## src/rtl/apb_cmd_bridge.sv

```systemverilog
// Single-command to APB master bridge: IDLE -> SETUP -> ACCESS with back-to-back chaining.
// Optional ACCESS wait-state timeout is enabled by defining APB_CMD_BRIDGE_TIMEOUT_EN.
module apb_cmd_bridge #(
    parameter int ADDR_WIDTH     = 32,
    parameter int DATA_WIDTH     = 32,
    parameter int TIMEOUT_CYCLES = 16
) (
    input  logic                  PCLK,
    input  logic                  PRESETn,
    input  logic                  req_valid,
    output logic                  req_ready,
    input  logic                  req_write,
    input  logic [ADDR_WIDTH-1:0] req_addr,
    input  logic [DATA_WIDTH-1:0] req_wdata,
    output logic                  rsp_valid,
    output logic [DATA_WIDTH-1:0] rsp_rdata,
    output logic                  rsp_err,
    output logic                  PSEL,
    output logic                  PENABLE,
    output logic                  PWRITE,
    output logic [ADDR_WIDTH-1:0] PADDR,
    output logic [DATA_WIDTH-1:0] PWDATA,
    input  logic                  PREADY,
    input  logic                  PSLVERR,
    input  logic [DATA_WIDTH-1:0] PRDATA
);

    // state  | meaning
    // IDLE   | no transfer, command accepted here
    // SETUP  | PSEL=1, PENABLE=0 for exactly one cycle
    // ACCESS | PSEL=1, PENABLE=1 until PREADY (or timeout)
    typedef enum logic [1:0] {
        S_IDLE   = 2'd0,
        S_SETUP  = 2'd1,
        S_ACCESS = 2'd2
    } state_t;

    state_t                state_q, state_d;
    logic                  pwrite_q, pwrite_d;
    logic [ADDR_WIDTH-1:0] paddr_q, paddr_d;
    logic [DATA_WIDTH-1:0] pwdata_q, pwdata_d;
    logic                  rsp_valid_q, rsp_valid_d;
    logic [DATA_WIDTH-1:0] rsp_rdata_q, rsp_rdata_d;
    logic                  rsp_err_q, rsp_err_d;

`ifdef APB_CMD_BRIDGE_TIMEOUT_EN
    localparam int CNT_W = $clog2(TIMEOUT_CYCLES + 1);
    logic [CNT_W-1:0] tmo_cnt_q, tmo_cnt_d;
    logic             tmo_hit;

    assign tmo_hit = (tmo_cnt_q == CNT_W'(TIMEOUT_CYCLES - 1));
`endif

    always_comb begin
        state_d     = state_q;
        pwrite_d    = pwrite_q;
        paddr_d     = paddr_q;
        pwdata_d    = pwdata_q;
        rsp_valid_d = 1'b0;
        rsp_rdata_d = rsp_rdata_q;
        rsp_err_d   = rsp_err_q;
        req_ready   = 1'b0;
        PSEL        = 1'b0;
        PENABLE     = 1'b0;
`ifdef APB_CMD_BRIDGE_TIMEOUT_EN
        tmo_cnt_d   = tmo_cnt_q;
`endif
        case (state_q)
            S_IDLE: begin
                req_ready = 1'b1;
            end
            S_SETUP: begin
                PSEL    = 1'b1;
                state_d = S_ACCESS;
            end
            S_ACCESS: begin
                PSEL      = 1'b1;
                PENABLE   = 1'b1;
                req_ready = PREADY;
                if (PREADY) begin
                    rsp_valid_d = 1'b1;
                    rsp_rdata_d = pwrite_q ? '0 : PRDATA;
                    rsp_err_d   = PSLVERR;
                    state_d     = S_IDLE;
`ifdef APB_CMD_BRIDGE_TIMEOUT_EN
                end else if (tmo_hit) begin
                    rsp_valid_d = 1'b1;
                    rsp_rdata_d = '0;
                    rsp_err_d   = 1'b1;
                    state_d     = S_IDLE;
                end else begin
                    tmo_cnt_d = tmo_cnt_q + 1'b1;
`endif
                end
            end
            default: state_d = S_IDLE;
        endcase

        // Acceptance overrides the return to IDLE, giving the back-to-back path.
        if (req_valid && req_ready) begin
            state_d  = S_SETUP;
            pwrite_d = req_write;
            paddr_d  = req_addr;
            if (req_write) begin
                pwdata_d = req_wdata;
            end
`ifdef APB_CMD_BRIDGE_TIMEOUT_EN
            tmo_cnt_d = '0;
`endif
        end
    end

    always_ff @(posedge PCLK or negedge PRESETn) begin
        if (!PRESETn) begin
            state_q     <= S_IDLE;
            pwrite_q    <= 1'b0;
            paddr_q     <= '0;
            pwdata_q    <= '0;
            rsp_valid_q <= 1'b0;
            rsp_rdata_q <= '0;
            rsp_err_q   <= 1'b0;
        end else begin
            state_q     <= state_d;
            pwrite_q    <= pwrite_d;
            paddr_q     <= paddr_d;
            pwdata_q    <= pwdata_d;
            rsp_valid_q <= rsp_valid_d;
            rsp_rdata_q <= rsp_rdata_d;
            rsp_err_q   <= rsp_err_d;
        end
    end

`ifdef APB_CMD_BRIDGE_TIMEOUT_EN
    always_ff @(posedge PCLK or negedge PRESETn) begin
        if (!PRESETn) begin
            tmo_cnt_q <= '0;
        end else begin
            tmo_cnt_q <= tmo_cnt_d;
        end
    end
`endif

    assign PWRITE    = pwrite_q;
    assign PADDR     = paddr_q;
    assign PWDATA    = pwdata_q;
    assign rsp_valid = rsp_valid_q;
    assign rsp_rdata = rsp_rdata_q;
    assign rsp_err   = rsp_err_q;

endmodule

```

## config.mk

```make
export PLATFORM = sky130hd
export DESIGN_NAME = apb_cmd_bridge
export DESIGN_NICKNAME = d
export VERILOG_FILES = /design/src/rtl/apb_cmd_bridge.sv
export SDC_FILE = /design/constraint.sdc
export NUM_CORES = 1
export LEC_CHECK = 0
export BUFFER_PORTS_ARGS = -buffer_cell sky130_fd_sc_hd__buf_2
export CAP_MARGIN = 10
export CORE_ASPECT_RATIO = 1.2
export CORE_UTILIZATION = 46
export CTS_CLUSTER_SIZE = 30
export DETAILED_ROUTE_END_ITERATION = 7
export GPL_TIMING_DRIVEN = 0
export PLACE_DENSITY = 0.84
export SYNTH_ARGS = -nofsm -noshare
export SYNTH_HDL_FRONTEND = slang
export SYNTH_SLANG_ARGS = --single-unit
```

## constraint.sdc

```tcl
create_clock -name PCLK -period 2.2 [get_ports PCLK]
set_clock_uncertainty 0.05 [all_clocks]
set_input_delay 0.11 -clock PCLK [delete_from_list [all_inputs] [get_ports PCLK]]
set_output_delay 0.11 -clock PCLK [all_outputs]
set_load 0.1 [all_outputs]
```

==> summary.md <==
| Metric | Value |
|---|---|
| Critical path peak fanout | 10 |
| CTS Buffer Depth | 2 |
| Clk sinks | 101 |
| GP Congestion | 0.761 |
| First-pass GRT wire length | 18200 um |
| RSZ-0062 raised after global routing | no |
| Pre-Repair DR Iteration Count | 4 |
| Synth top area share | 62.3% |
| Clk root buf | clkbuf_8 |
| Hold slack | 0.114 ns |
| Clk slew on worst S/H paths | 0.09 ns |
| Number of nets still failing antenna checks after routing | 0 |
| PortBufs | 203 |
| Post-Syn Area | 4060 sq um |
| Final WL | 11900 um |
| Clk_lat worst skew | 0.35 ns |
| Setup crit start kind | flop |
| Synth area leader | dfrtp_1 |
| Overflow after GRT | 0 |
| Clock period minus worst slack | 2.01 ns |
| Most numerous cell in the Yosys netlist | dfrtp_1 |
| Dpl hpwl | 7160 um |
| Top cells by area, synth | dfrtp_1, mux2_4, mux2_2 |
| Synth cell types | 15 |
| Vias in the first global route | 3799 |
| Share of layout cells above drive strength 1 | 47.8% |
| DR WL/cell | 16.3 um |
| Via/cell ratio | 4.78 |
| Ys async rst share | 100% |
| DRT iter0 DRCs | 148 |
| CTS tree | yes |
| H-tree Lvls | 3 |
| Post-synth top cells | dfrtp_1, mux2_2, nand2_1 |
| Period utilisation layout | 91.2% |
| Tot GR Track Use | 26.4% |
| Max-cap viol count | 0 |
| Synth Instances | 296 |
| Synthesized net count | 401 |
| Layout overhead on the synthesized area | 58.9% |
| Initial core utilization | 47.4% |
| Layout Nets | 714 |
| Worst Path Arrival | 2.19 ns |
| Yosys reg bits | 101 |
| Max_slew headroom | 56.7% |
| CTS buffer count | 9 |
| Top FF cell, synth | dfrtp_1 |
| Vias | 3492 |
| CP Class | flop to flop |
| Initial antenna violation count | 0 |
| Tightest Pin Transition | 0.650 ns |
| Die area | 9200 sq um |
| Final Setup Violations | 0 |
| Post-synth EDFFs | 0 |
| DRC | 0 |
| Num ports | 204 |
| Antenna cells | 0 |
| Final hold vios | 0 |
| Hold Crit Class | primary input to flop |
| Outcome | finished, final reports clean |
| Core area | 8560 sq um |
| Synthesized area per cell | 13.7 sq um |
| Crit path capture type | flop |
| DIE HEIGHT | 105 um |
| Peak Freq | 498 MHz |
| Register area share after synthesis | 62.3% |
| Largest net degree at the start of global routing | 52 |
| Rows | 37 |
| Fin Setup TNS | 0 ns |
| Final Max Tran Viols | 0 |
| WP data required | 2.39 ns |
| Ys Warns | 0 |
| Die W | 87.8 um |
-- final timing paths --
kind                              startpoint           end  slack (ns)  depth (start not counted)
worst max register to register    state_q[0]      PADDR[9]        0.19                          6
min in group asynchronous            PRESETn    PWDATA[12]        0.24                          2
worst min register to register  rsp_rdata[6]  rsp_rdata[6]        0.43                          2
max in group asynchronous            PRESETn     PADDR[17]        1.16                          3
worst min-delay path                  PREADY    state_q[0]        0.11                          4
worst max-delay path              state_q[0]      PADDR[9]        0.19                          6
-- placed cells by master (no fill, tap or decap), drive strengths merged --
cell type      n
a21o           2
dfrtp        101
clkinv         1
mux2          66
nand2b        32
and3           1
o21ai         34
dlygate4sd3   98
bufinv         1
inv            4
nand2         36
buf          211
ha             3
clkbuf        22
nor2b          1
-- critical path, stage by stage (launching register included) --
cell and delay [ns]:
dfrtp_1 0.38, inv_1 0.10, ha_1 0.25, a21o_4 0.20, nand2_1 0.22, buf_2 0.30, mux2_2 0.38
-- flip-flops by register name (all words and copies together) (netlist names) --
name       flops
PADDR         32
PWDATA        32
rsp_rdata     32
state_q        2
PWRITE         1
rsp_err        1
rsp_valid      1
-- layer usage --
| layer | vias to the layer above | wire length [um] | global-route usage [%] |
|---|---|---|---|
| li1 | 1610 | - | - |
| met1 | 1699 | 4360 | 28.6 |
| met2 | 142 | 6570 | 47.7 |
| met3 | 41 | 496 | 4.11 |
| met4 | 0 | 450 | 14.5 |
| met5 | - | 0 | 0 |
-- cell type report --
cell class	instances	area (sq um)
clock inverter	3	43.8
fill	519	2110
clock buffer	12	155
multi-input combinational	175	1440
sequential	101	2530
inverter	3	11.3
tap	117	146
buffer	17	97.6
timing repair buffer	302	2030
-- what timing repair did --
action                    CTS  global route
hold endpoints to repair  147             0
resized for setup           0             0
setup buffers               0             0
hold buffers               98             0
-- kinds of logic after synthesis --
family,after synthesis,synth area share [%]
simple gates,70,8.57
buf+inv,20,2.68
fa+ha+maj,3,0.925
mux,66,21.0
flops,101,62.3
compound gates,36,4.56
-- per-stage QoR --
stage | cell area, sq um | setup WS (ns) | instances | util (%)
floorplan | 4080 | 0.0401 | 296 | -
global placement | 5240 | 0.0143 | 616 | 61.2
detailed placement | 5270 | 0.193 | 617 | 61.5
CTS | 6450 | 0.181 | 730 | 75.3
global route | 6450 | 0.0831 | 730 | 75.3
finish | 6450 | 0.194 | 730 | 75.3
Power is not shown: default switching activity piles up to over one toggle a cycle in this logic, so the estimate is an artifact.
